[config.mk]
export PLATFORM = sky130hd
export DESIGN_NAME = ped_request_if
export DESIGN_NICKNAME = d
export VERILOG_FILES = /design/src/rtl/tlc_pkg.sv /design/src/rtl/ped_chan.sv /design/src/rtl/ped_request_if.sv
export SDC_FILE = /design/constraint.sdc
export NUM_CORES = 1
export LEC_CHECK = 0
export ABC_AREA = 1
export CORE_MARGIN = 5
export CORE_UTILIZATION = 60
export CTS_CLUSTER_SIZE = 14
export DETAILED_ROUTE_END_ITERATION = 12
export MAX_ROUTING_LAYER = met4
export PLACE_DENSITY = 0.87
export SYNTH_ARGS = -nofsm -noshare
export SYNTH_HDL_FRONTEND = slang
export SYNTH_SLANG_ARGS = --single-unit
export TNS_END_PERCENT = 20
[constraint.sdc]
create_clock -name CLK -period 2.7 [get_ports CLK]
set_input_delay 0.54 -clock CLK [delete_from_list [all_inputs] [get_ports CLK]]
set_output_delay 0.54 -clock CLK [all_outputs]
set_load 0.03 [all_outputs]
[src/rtl/tlc_pkg.sv]
// Shared types and constants for the pedestrian request front end and traffic_control.
// Latency: none (types, constants and a width helper only).
// Backpressure: not applicable.
package tlc_pkg;

    // Per-direction request channel state.
    typedef enum logic [1:0] {
        IDLE  = 2'b00,
        REQ   = 2'b01,
        ACK   = 2'b10,
        FAULT = 2'b11
    } chan_state_t;

    // Default timing parameters.
    localparam int DEF_DEB_CYCLES   = 4;
    localparam int DEF_STUCK_CYCLES = 1000;
    localparam int DEF_ACK_TIMEOUT  = 256;

    // Light encodings driven by traffic_control, kept here so both ends agree.
    typedef enum logic [1:0] {
        LIGHT_RED    = 2'b00,
        LIGHT_YELLOW = 2'b01,
        LIGHT_GREEN  = 2'b10,
        LIGHT_OFF    = 2'b11
    } light_t;

    // Bits needed for a counter that must be able to hold the value n.
    function automatic int cnt_width(input int n);
        return (n < 1) ? 1 : $clog2(n + 1);
    endfunction

endpackage

[src/rtl/ped_chan.sv]
// One pedestrian direction: sync, debounce, stuck detect, request FSM with ack timeout.
// Latency: request rises 2 + DEB_CYCLES + 1 edges after the first edge sampling the button high.
// Backpressure: request is held until ack; presses outside IDLE are dropped, not queued.
// Optional: TLC_ERR_STICKY_EN makes the stuck flag hold until err_clr.
module ped_chan
    import tlc_pkg::*;
#(
    parameter int DEB_CYCLES   = DEF_DEB_CYCLES,
    parameter int STUCK_CYCLES = DEF_STUCK_CYCLES,
    parameter int ACK_TIMEOUT  = DEF_ACK_TIMEOUT
) (
    input  logic clk,
    input  logic rst_n,
    input  logic btn,
    input  logic ack,
    input  logic err_clr,
    output logic req,
    output logic wait_lamp,
    output logic fault,
    output logic stuck
);

    localparam int DW = cnt_width(DEB_CYCLES);
    localparam int SW = cnt_width(STUCK_CYCLES);
    localparam int TW = cnt_width(ACK_TIMEOUT);

    localparam logic [DW-1:0] DEB_LAST  = DW'(DEB_CYCLES - 1);
    localparam logic [SW-1:0] STUCK_MAX = SW'(STUCK_CYCLES);
    localparam logic [TW-1:0] TMO_LAST  = TW'(ACK_TIMEOUT - 1);

    logic          sync1_q, sync2_q;
    logic          deb_q, deb_d;
    logic          deb_prev_q;
    logic [DW-1:0] deb_cnt_q, deb_cnt_d;
    logic [SW-1:0] stuck_cnt_q, stuck_cnt_d;
    logic          stuck_q, stuck_d;
    chan_state_t   state_q, state_d;
    logic [TW-1:0] tmr_q, tmr_d;
    logic          req_q, req_d;
    logic          wait_q, wait_d;
    logic          fault_q, fault_d;
    logic          deb_rise;

    // Two-flop synchroniser for the asynchronous button.
    always_ff @(posedge clk or negedge rst_n) begin
        if (!rst_n) begin
            sync1_q <= 1'b0;
            sync2_q <= 1'b0;
        end else begin
            sync1_q <= btn;
            sync2_q <= sync1_q;
        end
    end

    // Debounce: count consecutive disagreeing samples; flip on the DEB_CYCLES-th one.
    always_comb begin
        deb_d     = deb_q;
        deb_cnt_d = '0;
        if (sync2_q != deb_q) begin
            if (deb_cnt_q >= DEB_LAST) begin
                deb_d     = sync2_q;
                deb_cnt_d = '0;
            end else begin
                deb_cnt_d = deb_cnt_q + 1'b1;
            end
        end
    end

    // Stuck detect: saturating count of debounced-high cycles.
    always_comb begin
        stuck_cnt_d = '0;
        if (deb_q) begin
            stuck_cnt_d = (stuck_cnt_q >= STUCK_MAX) ? STUCK_MAX : stuck_cnt_q + 1'b1;
        end
`ifdef TLC_ERR_STICKY_EN
        stuck_d = err_clr ? 1'b0 : (stuck_q | (stuck_cnt_d >= STUCK_MAX));
`else
        stuck_d = (stuck_cnt_d >= STUCK_MAX);
`endif
    end

    assign deb_rise = deb_q & ~deb_prev_q;

    // Channel FSM next state, ack timer and decoded outputs (registered below).
    always_comb begin
        state_d = state_q;
        tmr_d   = tmr_q;
        case (state_q)
            IDLE: begin
                tmr_d = '0;
                if (deb_rise) state_d = REQ;
            end
            REQ: begin
                // Ack takes priority over a timeout in the same cycle.
                if (ack) begin
                    state_d = ACK;
                    tmr_d   = '0;
                end else if (tmr_q >= TMO_LAST) begin
                    state_d = FAULT;
                    tmr_d   = '0;
                end else begin
                    tmr_d = tmr_q + 1'b1;
                end
            end
            ACK: begin
                if (!ack) state_d = IDLE;
            end
            FAULT: begin
                // A rise arriving with the clear is simply lost: IDLE only acts on new rises.
                if (err_clr) state_d = IDLE;
            end
            default: state_d = IDLE;
        endcase
        req_d   = (state_d == REQ);
        wait_d  = (state_d == REQ) || (state_d == ACK);
        fault_d = (state_d == FAULT);
    end

    // State and output registers.
    always_ff @(posedge clk or negedge rst_n) begin
        if (!rst_n) begin
            deb_q       <= 1'b0;
            deb_prev_q  <= 1'b0;
            deb_cnt_q   <= '0;
            stuck_cnt_q <= '0;
            stuck_q     <= 1'b0;
            state_q     <= IDLE;
            tmr_q       <= '0;
            req_q       <= 1'b0;
            wait_q      <= 1'b0;
            fault_q     <= 1'b0;
        end else begin
            deb_q       <= deb_d;
            deb_prev_q  <= deb_q;
            deb_cnt_q   <= deb_cnt_d;
            stuck_cnt_q <= stuck_cnt_d;
            stuck_q     <= stuck_d;
            state_q     <= state_d;
            tmr_q       <= tmr_d;
            req_q       <= req_d;
            wait_q      <= wait_d;
            fault_q     <= fault_d;
        end
    end

    assign req       = req_q;
    assign wait_lamp = wait_q;
    assign fault     = fault_q;
    assign stuck     = stuck_q;

endmodule

[src/rtl/ped_request_if.sv]
// Pedestrian request initiator toward traffic_control: two channels plus the ERR register.
// Latency: PA/PB 7 edges after press at defaults; ERR one edge after any flag change.
// Backpressure: PA/PB held until RA/RB; ERR_CLR releases faults (and stuck/ERR when TLC_ERR_STICKY_EN).
module ped_request_if
    import tlc_pkg::*;
#(
    parameter int DEB_CYCLES   = DEF_DEB_CYCLES,
    parameter int STUCK_CYCLES = DEF_STUCK_CYCLES,
    parameter int ACK_TIMEOUT  = DEF_ACK_TIMEOUT
) (
    input  logic CLK,
    input  logic reset,
    input  logic BTN_A,
    input  logic BTN_B,
    input  logic RA,
    input  logic RB,
    input  logic ERR_CLR,
    output logic PA,
    output logic PB,
    output logic WAIT_A,
    output logic WAIT_B,
    output logic ERR
);

    logic fault_a, fault_b, stuck_a, stuck_b;
    logic flags;
    logic err_q, err_d;

    ped_chan #(
        .DEB_CYCLES  (DEB_CYCLES),
        .STUCK_CYCLES(STUCK_CYCLES),
        .ACK_TIMEOUT (ACK_TIMEOUT)
    ) u_chan_a (
        .clk      (CLK),
        .rst_n    (reset),
        .btn      (BTN_A),
        .ack      (RA),
        .err_clr  (ERR_CLR),
        .req      (PA),
        .wait_lamp(WAIT_A),
        .fault    (fault_a),
        .stuck    (stuck_a)
    );

    ped_chan #(
        .DEB_CYCLES  (DEB_CYCLES),
        .STUCK_CYCLES(STUCK_CYCLES),
        .ACK_TIMEOUT (ACK_TIMEOUT)
    ) u_chan_b (
        .clk      (CLK),
        .rst_n    (reset),
        .btn      (BTN_B),
        .ack      (RB),
        .err_clr  (ERR_CLR),
        .req      (PB),
        .wait_lamp(WAIT_B),
        .fault    (fault_b),
        .stuck    (stuck_b)
    );

    assign flags = stuck_a | stuck_b | fault_a | fault_b;

    // ERR either tracks the flags one cycle late or latches until cleared.
    always_comb begin
`ifdef TLC_ERR_STICKY_EN
        err_d = ERR_CLR ? 1'b0 : (err_q | flags);
`else
        err_d = flags;
`endif
    end

    // ERR register.
    always_ff @(posedge CLK or negedge reset) begin
        if (!reset) err_q <= 1'b0;
        else        err_q <= err_d;
    end

    assign ERR = err_q;

endmodule
Word-level counts from Yosys, hierarchy flattened --
Index checks and enable logic that the tools add are counted.
Word-level totals: output and inout bits 5, flip-flop bits (word level) 65, word-level logic and storage cells 94
Operators by class: $lt $le $gt $ge 8, reduce and logical (&&, ||, !) cells 8, equal/unequal tests 14, add/sub/neg operators 6, bitwise operators 7, muxes and demuxes 26
Operator list (count):
- $ge 10x10->1 const B | 4
- $mux 10 | 4
- $mux 9 | 4
- $pmux 9 s2 | 2
- $add 10x1->10 const B | 2
- $mux 2 | 10
- $add 9x1->9 const B | 2
- $ge 9x8->1 const B | 2
- $eq 2x2->1 const B | 8
- $pmux 2 s4 | 2
- $mux 3 | 4
- $eq 2x1->1 const B | 4
- $add 3x1->3 const B | 2
- $ge 3x2->1 const B | 2
- $logic_not 2->1 | 2
- $reduce_and 2->1 | 2
- $reduce_bool 2->1 | 2
- $or 1x1->1 | 3
- $and 1x1->1 | 2
- $logic_or 1x1->1 | 2
- $ne 1x1->1 | 2
- $not 1->1 | 2

Logic depth before layout (Yosys ltp) --
Gate-level depths: netlist of run 1.
depth after elaboration 6, gate-level depth with buffers 13, mapped depth without buffers 13

Hierarchy --
From an unflattened synthesis of run 1, not the netlist that was laid out.
Second synthesis, totals: cell total of the unflattened synthesis 376, area total of the unflattened synthesis 3254.4 um^2
Modules (own cells, without submodules):
- ped_chan at u_chan_b | cells each 185, sequential area each 800.8 um^2, instances 1, area an instance 1610.3 um^2
- ped_chan at u_chan_a | cells each 187, sequential area each 800.8 um^2, instances 1, area an instance 1607.8 um^2
- ped_request_if | cells each 4, sequential area each 25.0 um^2, instances 1, area an instance 36.3 um^2

Least setup slack after synthesis of run 1 --
OpenSTA, ideal clock, no wires.
kind reg2reg, start register u_chan_a.tmr_q[0], end register u_chan_a.wait_q, in the netlist u_chan_a.wait_lamp, cell stages (with the launch flop) 13, arrival time 1805 ps, slack 832 ps, buffers on the path 0, clock period less this slack 1868 ps, setup time 63 ps, path through dfrtp_1 ha_1 nand3_1 nor2_1 and3_1 ha_1 nor2_1 nand3_1 nand2_1 nand2_1 nand2_1 ha_1 inv_1
On the way: longest elaborated chain between the ends 6
RTL lines:
- start, declared | RTL line ped_chan.sv:38 | logic [TW-1:0] tmr_q, tmr_d;
- start signal, assigned | RTL line ped_chan.sv:139 | tmr_q <= tmr_d;
- $ge 9x8->1 * | RTL line ped_chan.sv:98 | end else if (tmr_q >= TMO_LAST) begin
- $mux 2 * | RTL line ped_chan.sv:98
- $mux 2 * | RTL line ped_chan.sv:95 | if (ack) begin
- $pmux 2 s4 * | RTL line ped_chan.sv:88 | case (state_q)
- $eq 2x1->1 / $eq 2x2->1 (equally long branches) | RTL line ped_chan.sv:115 | wait_d = (state_d == REQ) || (state_d == ACK);
- $logic_or 1x1->1 * | RTL line ped_chan.sv:115
- via u_chan_a.wait_d | RTL line ped_chan.sv:40 | logic wait_q, wait_d;
- end signal, assigned | RTL line ped_chan.sv:141 | wait_q <= wait_d;
- end, declared | RTL line ped_chan.sv:40
Mark *: on every way through the listed nets, which the timed path passes. The rest lies on a longest branch. A chain may end at the register's enable or synchronous reset.

Worst setup path in the final report of run 1 --
start register u_chan_b.tmr_q[0], end register u_chan_b.wait_q, in the netlist u_chan_b.wait_lamp
On the way: longest elaborated chain between the ends 6
RTL lines:
- start, declared | RTL line ped_chan.sv:38
- start signal, assigned | RTL line ped_chan.sv:139
- $ge 9x8->1 * | RTL line ped_chan.sv:98
- $mux 2 * | RTL line ped_chan.sv:98
- $mux 2 * | RTL line ped_chan.sv:95
- $pmux 2 s4 * | RTL line ped_chan.sv:88
- via u_chan_b.state_d[1] | RTL line ped_chan.sv:37 | chan_state_t state_q, state_d;
- $eq 2x1->1 / $eq 2x2->1 (equally long branches) | RTL line ped_chan.sv:115
- $logic_or 1x1->1 * | RTL line ped_chan.sv:115
- via u_chan_b.wait_d | RTL line ped_chan.sv:40
- end signal, assigned | RTL line ped_chan.sv:141
- end, declared | RTL line ped_chan.sv:40
Marked as above.

==> out/metrics.csv, run 1 <==
stage,metric,value,unit
placed_design,"Cell Area, Placed",0.00338,mm^2
power_and_ir_drop,LEAKAGE,1.76,nW
finish,Final #Nets,397,
finish,synth-to-layout area growth,11.7,%
worst_setup_path,Critical Path End,u_chan_b.wait_lamp,
timing,clk_skew,0.00822,ns
synth,"area leader, netlist",dfrtp_1,
synth,Yosys cell types,39,
timing,slew margin rel.,47.4,%
worst_setup_path,reg2reg end,u_chan_b.wait_lamp,
clock_tree,worst skew pair latency,0.34,ns
synth,Synth Cell Area,0.00320,mm^2
synth,Synth Register Bits,65,
worst_setup_path,R2R Setup Slk,0.64,ns
timing,crit share post-route,76.1,%
clock_tree,TritonCTS buffer count,9,
timing,WHS,0.345,ns
grt,global-route wire length before repair,9.83,mm
synth,Syn Area/Cell,8.99,um^2
timing,Final setup violation count,0,
finish,diode count,0,
synth,post-synth top area share,50.8,%
synth,cell count after synthesis,356,
timing,Fin. Hold Viols,0,
worst_setup_path,Setup CP Type,reg2reg,
power_and_ir_drop,"Power, Total",2.72,mW
floorplanning,DIE WIDTH,83.1,um
finish,post-route cell area,0.00358,mm^2
finish,fin cells,449,
finish,fill count,414,
power_and_ir_drop,internal power,1.85,mW
worst_hold_path,worst min path class,in2async,
route,drt via density,5.19,
clock_tree,H-Tree Depth,3,
clock_tree,clk root buf,clkbuf_8,
placed_design,dpl ws,0.670,ns
floorplanning,die area,0.00690,mm^2
clock_tree,"Reg clk slew, reported paths",0.07,ns
status,status,"complete, no violations",
floorplanning,initial core utilization,62.3,%
worst_setup_path,Critical Path RT,2.99,ns
worst_setup_path,R2R cell count,13,
timing,final setup margin,0.644,ns
placed_design,Port Buffer Count,11,
worst_setup_path,CP endpoint kind,register,
timing,fin crit period,2.06,ns
finish,fraction of final layout cells sized beyond drive strength 1,12.4,%
timing,RSZ-0062 raised after global routing,no,
route,drt first-iter violations,112,
grt,Tot GR Track Use,18.2,%
synth,post-synthesis sequential area ratio,50.8,%
placed_design,DP HPWL,3.88,mm
clock_tree,PostCTS Resize Cnt,0,
power_and_ir_drop,VDD IR max,0.534,mV
worst_setup_path,Setup crit start kind,register,
route,Detailed Routing Iterations Pass 1,4,
power_and_ir_drop,Sw Share,32.3,%
worst_setup_path,critical path launch point,u_chan_b.tmr_q[0],
clock_tree,Max clock buf depth,2,
route,ANT nets after route,0,
floorplanning,cell row count,26,
timing,fin. max-slew vios,0,
clock_tree,hold buffers post-CTS,0,
clock_tree,clk sinks,65,
route,WL/cell,12.2,um
power_and_ir_drop,Comb power frac,22.4,%
timing,TNS Setup,0,ns
route,drt drc,0,
route,total routed wirelength,5.49,mm
grt,vias in the first global route,2334,
power_and_ir_drop,Cell Pwr Density,762,mW/mm^2
worst_setup_path,CP Max Fanout,4,
grt,largest net degree at the start of global routing,66,
placed_design,GPL Wtd Cong,0.887,
synth,Syn Nets,378,
worst_setup_path,reg2reg start,u_chan_b.tmr_q[0],
timing,Tightest Pin Transition,0.790,ns
route,routed via count,2332,
job,Max Cap Violations,0,
grt,GRT overflow,0,
power_and_ir_drop,sequential fraction of design power,48.0,%
finish,post-layout util,69.6,%
power_and_ir_drop,P_sw,0.879,mW
floorplanning,IO Pins,12,
grt,initial antenna violation count,0,
synth,Ys Warns,0,
floorplanning,die height,83.1,um
floorplanning,Core ar.,0.00514,mm^2
clock_tree,CTS tree,built,
placed_design,dpl cells,434,
clock_tree,Post-CTS Setup Bufs,0,
power_and_ir_drop,Clock power frac,29.6,%
synth,largest cells by area after synthesis,"dfrtp_1 (51%), nand2_1 (8.7%), inv_1 (6.3%), ha_1 (5.9%), nor2_1 (3.9%)",
timing,Highest Clock Rate,486,MHz
worst_setup_path,Worst EP arrival,2.34,ns
==> worst max-delay path, cell delays in order (launching register included) <==
cell and delay (ns):
dfrtp_1 0.42, ha_1 0.23, nand2_1 0.08, nor2_1 0.07, nand4_1 0.10, nor2_1 0.06
ha_1 0.18, nor3_1 0.27, nand2_1 0.11, nand2_1 0.08, nand2_2 0.05, inv_1 0.07
ha_1 0.22, inv_1 0.05
==> cell usage after synthesis <==
master and n:
nand3b_1 4, buf_2 2, nand2_2 8, nor3_1 1, nor2_2 5, o21ai_1 5
xnor2_1 4, a41oi_1 1, clkbuf_1 1, buf_4 1, a22oi_1 1, inv_2 2
or2_2 2, nor3_2 1, ha_1 15, o21bai_1 2, a21oi_1 2, o311ai_0 1
nor2_1 33, a21boi_2 1, or4_1 1, dfrtp_1 65, nor2_4 3, nor3b_1 2
inv_1 54, xor2_1 7, and3_1 1, a31oi_1 5, nand4_1 5, o21ai_2 1
nand3b_4 1, o21ai_0 8, o22ai_1 5, nand3_1 22, nand2_1 74, a211o_1 2
nand3_2 6, o31ai_1 1, nand4_2 1
==> layout by cell type, fill, tap and decap left out, types with 3 or more instances in the layout <==
cell,netlist,final
ha_1,15,15
clkdlybuf4s50_1,0,10
nand3_1,22,22
nand3_2,6,6
nor2_1,33,33
a31oi_1,5,5
nor2_2,5,5
nand4_1,5,5
dfrtp_1,65,65
o21ai_1,5,5
nand2_1,74,74
inv_1,54,54
nand3b_1,4,4
nand2_2,8,8
o21ai_0,8,8
xnor2_1,4,4
o22ai_1,5,5
xor2_1,7,7
clkbuf_8,0,11
nor2_4,3,3
==> layer usage <==
metal | part of all wire, % | track usage, % | wire length, um | vias up
met2 | 50 | 28.8 | 2750 | 34
met1 | 44 | 20.5 | 2400 | 1110
li1 | - | - | - | 1181
met3 | 4.8 | 7.33 | 262 | 7
met5 | 0 | - | 0 | -
met4 | 1.3 | 7.58 | 73 | 0
==> state kept, by name (all words and copies together), names as in the netlist, 2 cells and up <==
register and flops:
u_chan_a.deb_cnt_q 3, u_chan_a.state_q 2, u_chan_a.stuck_cnt_q 10, u_chan_a.tmr_q 9
u_chan_b.deb_cnt_q 3, u_chan_b.state_q 2, u_chan_b.stuck_cnt_q 10, u_chan_b.tmr_q 9
==> cells by family (layout without fill, tap and decap cells) <==
| logic type | after synthesis | in the layout | share of synthesized area (%) |
|---|---|---|---|
| and+or+nand+nor | 170 | 170 | 26.1 |
| xor gates and xnor gates | 11 | 11 | 3.01 |
| adders and majority gates | 15 | 15 | 5.86 |
| AOI/OAI and AO/OA | 35 | 35 | 6.96 |
| buffers and inverters | 60 | 83 | 7.23 |
| DFF | 65 | 65 | 50.8 |
==> power groups by stage <==
stage	clock network (mW)	registers, mW	logic [mW]
after floorplan	0	1.31	0.426
after global placement	0	1.32	0.586
after detailed placement	0	1.33	0.615
after CTS	0.839	1.31	0.618
after global routing	0.881	1.34	0.699
final	0.807	1.31	0.609
==> worst min-delay path by stage <==
stage	depth (start not counted)	end	slack [ns]
after global routing	0	u_chan_b.sync2_q	0.36
after global placement	0	u_chan_a.sync2_q	0.33
after CTS	0	u_chan_b.sync2_q	0.35
after floorplan	0	ERR	0.24
final	2	u_chan_b.tmr_q[4]	0.35
after detailed placement	0	u_chan_b.sync2_q	0.33
==> final cells by class <==
type / count / area [um^2] / area share [%]
multi-input combinational: 231 / 1340 / 37.6
tap: 70 / 87.6 / 2.45
clock buffer: 12 / 155 / 4.34
inverter: 56 / 210 / 5.88
timing repair buffer: 12 / 113 / 3.15
sequential: 65 / 1630 / 45.5
clock inverter: 3 / 40.0 / 1.12
Power figures use the tool's default switching activity.
==> run 2, diff against run 1 <==
==> constraint.sdc (replaced) <==
create_clock -name CLK -period 2 [get_ports CLK]
set_input_delay 0.4 -clock CLK [delete_from_list [all_inputs] [get_ports CLK]]
set_output_delay 0.4 -clock CLK [all_outputs]
set_load 0.03 [all_outputs]
==> run 2 against run 1 <==
Effect of this change:
- sequential power is 36% higher
- critical endpoint unchanged
- die area stayed put
- fmax is 7.7% higher
- critical path depth stayed put
- largest power group unchanged
- clock skew is 0.0022 ns lower
- sequential cell count stayed put
==> out/metrics.csv, run 2 (synthesis results as in run 1) <==
stage,metric,value,unit
finish,fraction of final layout cells sized beyond drive strength 1,16.6,%
timing,fin. max-slew vios,0,
worst_setup_path,Setup crit start kind,register,
timing,WHS,0.0533,ns
grt,vias in the first global route,2454,
finish,biggest regs,"u_chan_a.stuck_cnt_q: 10 flops, u_chan_b.stuck_cnt_q: 10 flops",
clock_tree,H-Tree Depth,3,
floorplanning,IO Pins,12,
timing,RSZ-0062 raised after global routing,yes,
worst_setup_path,CP Max Fanout,4,
worst_setup_path,Setup CP Type,reg2reg,
timing,fin crit period,1.91,ns
placed_design,GPL Wtd Cong,0.859,
grt,Tot GR Track Use,19.0,%
power_and_ir_drop,Cell Pwr Density,1020,mW/mm^2
floorplanning,die height,83.1,um
floorplanning,initial core utilization,62.3,%
worst_setup_path,CP max-delay cell,dfrtp_1,
floorplanning,DIE WIDTH,83.1,um
power_and_ir_drop,LEAKAGE,1.78,nW
grt,initial antenna violation count,0,
clock_tree,clk root buf,clkbuf_8,
finish,post-layout util,71.6,%
clock_tree,CTS tree,built,
clock_tree,"Reg clk slew, reported paths",0.07,ns
route,drt first-iter violations,100,
timing,crit share post-route,95.4,%
grt,largest net degree at the start of global routing,46,
grt,GRT overflow,0,
floorplanning,Core ar.,0.00514,mm^2
route,drt drc,0,
clock_tree,Max clock buf depth,2,
clock_tree,worst skew pair latency,0.33,ns
worst_setup_path,crit path cell chain,ha_2 > nand2_2 > nor2_4 > nand4_1 > nor2_1 > ha_2 > nor3_2 > nand2_1 > nand2_1 > nand2_2 > inv_2 > ha_4 > inv_1,
worst_setup_path,CP endpoint kind,register,
clock_tree,clk sinks,65,
floorplanning,die area,0.00690,mm^2
placed_design,Port Buffer Count,11,
route,routed via count,2424,
status,status,"complete, no violations",
timing,Highest Clock Rate,524,MHz
timing,Final setup violation count,0,
grt,global-route wire length before repair,10.5,mm
finish,"most common cell after layout, fill and taps aside",nand2_1,
placed_design,DP HPWL,4.27,mm
timing,clk_skew,0.00606,ns
route,total routed wirelength,6.02,mm
worst_setup_path,Worst EP arrival,2.14,ns
route,drt via density,5.32,
timing,Tightest Pin Transition,0.639,ns
clock_tree,TritonCTS buffer count,9,
worst_hold_path,worst min path class,in2async,
finish,synth-to-layout area growth,15.0,%
worst_setup_path,Critical Path RT,2.23,ns
finish,"commonest cells after routing, fill and taps aside","nand2_1 (73), dfrtp_1 (63), inv_1 (53)",
floorplanning,cell row count,26,
finish,Final #Nets,403,
timing,slew margin rel.,56.8,%
route,WL/cell,13.2,um
worst_setup_path,"slowest stage delay, CP",0.39,ns
job,Max Cap Violations,0,
finish,diode count,0,
timing,Fin. Hold Viols,0,
route,ANT nets after route,0,
route,Detailed Routing Iterations Pass 1,5,
power_and_ir_drop,VDD IR max,0.690,mV
## run 2: cell types whose count changed in the layout (fill, tap and decap cells not counted), moves of 2 or more
cell      previous run  this run
ha_1                15        11
buf_4                1         6
ha_2                 0         2
clkbuf_1             1         3
nor2_1              33        31
dfrtp_2              0         2
ha_4                 0         2
dfrtp_1             65        63
## run 2: power by group
group	internal, mW	switching (mW)	leakage [nW]	total (mW)
clock network	0.607	0.457	0.0974	1.06
registers	1.54	0.238	0.873	1.78
logic	0.373	0.538	0.814	0.911
## run 2: path summary, 6_finish.rpt
kind	slack [ns]	startpoint	cells past startpoint	to
setup / recovery	0.09	u_chan_b.tmr_q[0]	13	u_chan_b.wait_lamp
hold / removal	0.05	reset	2	u_chan_a.tmr_q[2]
setup reg to reg	0.09	u_chan_b.tmr_q[0]	13	u_chan_b.wait_lamp
hold reg to reg	0.35	u_chan_a.sync1_q	0	u_chan_a.sync2_q
max in group asynchronous	1.71	reset	2	u_chan_b.sync2_q
min in group CLK	0.35	u_chan_a.sync1_q	0	u_chan_a.sync2_q
## run 2: layer usage
| metal | vias to the layer above | GRT usage, % | part of all wire, % |
|---|---|---|---|
| li1 | 1203 | - | - |
| met1 | 1167 | 22.0 | 43 |
| met2 | 43 | 30.8 | 51 |
| met3 | 11 | 5.15 | 3.6 |
| met4 | 0 | 8.62 | 2.2 |
| met5 | - | - | 0 |
## run 2: repair_timing
item                                   CTS  global route
setup buffers                            0             3
endpoints found under the hold margin    0             0
gates resized for setup                  2            12
pin swaps                                0             7
hold buffers                             0             0
setup endpoints to repair                1             5
## run 2: layout make-up
class / instances / area (um^2)
fill: 391 / 1460
multi-input combinational: 231 / 1400
tap: 70 / 87.6
sequential: 65 / 1630
clock inverter: 3 / 40.0
timing repair buffer: 18 / 170
inverter: 56 / 210
clock buffer: 13 / 149
## run 2: worst max-delay path: cells and delay by family, from the launching register on
family | cells | cell delay, ns
AND/OR/NAND/NOR | 8 | 0.70
adder cells (fa/ha/maj) | 3 | 0.64
buffers and inverters | 2 | 0.08
flip-flops | 1 | 0.39
## run 2: per-stage QoR
step / TNS (ns) / instances / power, mW / setup WS (ns) / instance area (um^2)
after detailed placement: -0.0105 / 437 / 2.66 / -0.0105 / 3420
after global placement: 0 / 437 / 2.60 / 0.123 / 3420
after floorplan: 0 / 356 / 2.34 / 0.132 / 3200
after global routing: -0.0492 / 456 / 4.00 / -0.0488 / 3680
final: 0 / 456 / 3.75 / 0.0916 / 3680
after CTS: 0 / 453 / 3.74 / 0.0384 / 3610
==> run 3, diff against run 2 <==
--- a/config.mk
+++ b/config.mk
@@ -6,12 +6,14 @@
 export NUM_CORES = 1
 export LEC_CHECK = 0
 export ABC_AREA = 1
-export CORE_MARGIN = 5
+export CORE_MARGIN = 2
 export CORE_UTILIZATION = 60
 export CTS_CLUSTER_SIZE = 14
 export DETAILED_ROUTE_END_ITERATION = 12
 export MAX_ROUTING_LAYER = met4
 export PLACE_DENSITY = 0.87
+export RECOVER_POWER = 25
+export SKIP_LAST_GASP = 1
 export SYNTH_ARGS = -nofsm -noshare
 export SYNTH_HDL_FRONTEND = slang
 export SYNTH_SLANG_ARGS = --single-unit
==> run 3 against run 2 <==
Effect of this change:
- the run now ends with negative setup slack left
- cell count up 0.66%
- hold slack gained 0.16 ns
- first-iteration DRC count increased by 68%
- largest cell class unchanged
==> out/metrics.csv, run 3 (synthesis results as in run 1) <==
stage,metric,value,unit
status,status,"complete, but fails checks",
status,failing checks,negative setup slack,
worst_setup_path,"slowest stage delay, CP",0.45,ns
finish,Final #Nets,407,
timing,clk_skew,0.00979,ns
clock_tree,Max clock buf depth,2,
placed_design,DP HPWL,4.18,mm
timing,crit share post-route,101,%
finish,biggest regs,"u_chan_a.stuck_cnt_q: 10 flops, u_chan_b.stuck_cnt_q: 10 flops",
grt,GRT overflow,0,
worst_setup_path,Critical Path RT,2.26,ns
clock_tree,clk sinks,65,
clock_tree,TritonCTS buffer count,9,
clock_tree,worst skew pair latency,0.33,ns
floorplanning,DIE WIDTH,77.1,um
clock_tree,hold buffers post-CTS,0,
route,ANT nets after route,0,
worst_setup_path,Worst EP arrival,2.28,ns
finish,diode count,0,
timing,fin crit period,2.01,ns
power_and_ir_drop,"Power, Total",3.66,mW
route,Detailed Routing Iterations Pass 1,5,
job,Max Cap Violations,0,
worst_setup_path,CP max-delay cell,dfrtp_2,
clock_tree,"Reg clk slew, reported paths",0.07,ns
floorplanning,cell row count,26,
floorplanning,Core ar.,0.00514,mm^2
worst_setup_path,CP Max Fanout,8,
floorplanning,die height,77.1,um
grt,largest net degree at the start of global routing,47,
power_and_ir_drop,LEAKAGE,1.82,nW
grt,Tot GR Track Use,23.3,%
timing,Fin. Hold Viols,0,
route,WL/cell,13.5,um
finish,synth-to-layout area growth,15.0,%
timing,slew margin rel.,32.3,%
timing,Final setup violation count,1,
worst_setup_path,Setup CP Type,reg2reg,
placed_design,GPL Wtd Cong,0.849,
clock_tree,CTS tree,built,
power_and_ir_drop,Cell Pwr Density,994,mW/mm^2
finish,post-layout util,71.7,%
timing,RSZ-0062 raised after global routing,yes,
grt,vias in the first global route,2463,
route,routed via count,2463,
finish,fraction of final layout cells sized beyond drive strength 1,17.5,%
timing,final setup margin,-0.0148,ns
floorplanning,initial core utilization,62.3,%
route,drt drc,0,
clock_tree,H-Tree Depth,3,
finish,"most common cell after layout, fill and taps aside",nand2_1,
clock_tree,clk root buf,clkbuf_8,
route,total routed wirelength,6.19,mm
timing,fin. max-slew vios,0,
timing,Highest Clock Rate,496,MHz
floorplanning,IO Pins,12,
route,drt first-iter violations,168,
grt,initial antenna violation count,0,
power_and_ir_drop,VDD IR max,0.560,mV
worst_setup_path,crit path cell chain,ha_4 > nand2_4 > nor2_4 > nand4_1 > nor2_1 > ha_2 > nor3_2 > buf_4 > nand3_2 > inv_2 > nand2_1 > o21ai_1,
worst_setup_path,Setup crit start kind,register,
route,drt via density,5.37,
timing,Tightest Pin Transition,1.01,ns
placed_design,Port Buffer Count,11,
finish,"commonest cells after routing, fill and taps aside","nand2_1 (73), dfrtp_1 (64), inv_1 (53)",
worst_hold_path,worst min path class,in2async,
grt,global-route wire length before repair,10.7,mm
worst_setup_path,CP endpoint kind,register,
floorplanning,die area,0.00594,mm^2
[run 3: cell type report]
type	instances	area [um^2]
multi-input cells	231	1390
well taps	70	87.6
clock buffers	12	165
flip-flops and latches	65	1630
repair buffers	22	186
clock inverters	3	15.0
inverters	56	210
fillers	372	1460
[run 3: worst max-delay path, delay by kind of cell, from the launching register on]
family / cells / cell delay (ns)
and+or+nand+nor: 7 / 0.76
DFF: 1 / 0.45
adders and majority gates: 2 / 0.35
buffers and inverters: 2 / 0.26
AOI/OAI and AO/OA: 1 / 0.13
[run 3: layer usage]
layer | vias up | global-route usage [%] | routed length [um]
met2 | 59 | 38.6 | 3220
met3 | 16 | 4.59 | 216
met5 | - | - | 0
li1 | 1197 | - | -
met4 | 0 | 12.1 | 147
met1 | 1191 | 27.2 | 2610
[run 3: per-stage QoR]
step,cells,TNS (ns),worst slack (ns),area [um^2],hold slack (ns)
2_1_floorplan,356,0,0.132,3200,0.104
3_3_place_gp,436,0,0.127,3410,0.333
3_5_place_dp,436,-0.0239,-0.0239,3410,0.342
4_1_cts,451,0,0.0184,3600,0.0181
5_1_grt,459,-0.281,-0.102,3680,0.327
6_report,459,-0.0148,-0.0148,3680,0.211
[run 3: worst paths after layout]
path                                   start               endpoint  slack [ns]  cells past startpoint
setup reg to reg           u_chan_b.tmr_q[0]      u_chan_b.tmr_q[6]       -0.01                     12
max in group asynchronous              reset  u_chan_a.deb_cnt_q[1]        0.52                      2
min in group CLK            u_chan_a.sync1_q       u_chan_a.sync2_q        0.35                      0
setup / recovery           u_chan_b.tmr_q[0]      u_chan_b.tmr_q[6]       -0.01                     12
hold / removal                         reset      u_chan_b.tmr_q[5]        0.21                      1
hold reg to reg             u_chan_a.sync1_q       u_chan_a.sync2_q        0.35                      0
[run 3: what timing repair did]
action                     in CTS  in global routing
pin swaps                       0                  8
resized for setup               2                 12
gates cloned                    0                  0
setup endpoints to repair       1                  7
setup buffers                   0                  8
[run 3: report_power, final]
group	total [mW]	internal (mW)	leakage, nW	switching, mW
clock network	1.01	0.538	0.0980	0.472
logic	0.878	0.350	0.843	0.528
registers	1.77	1.54	0.875	0.236
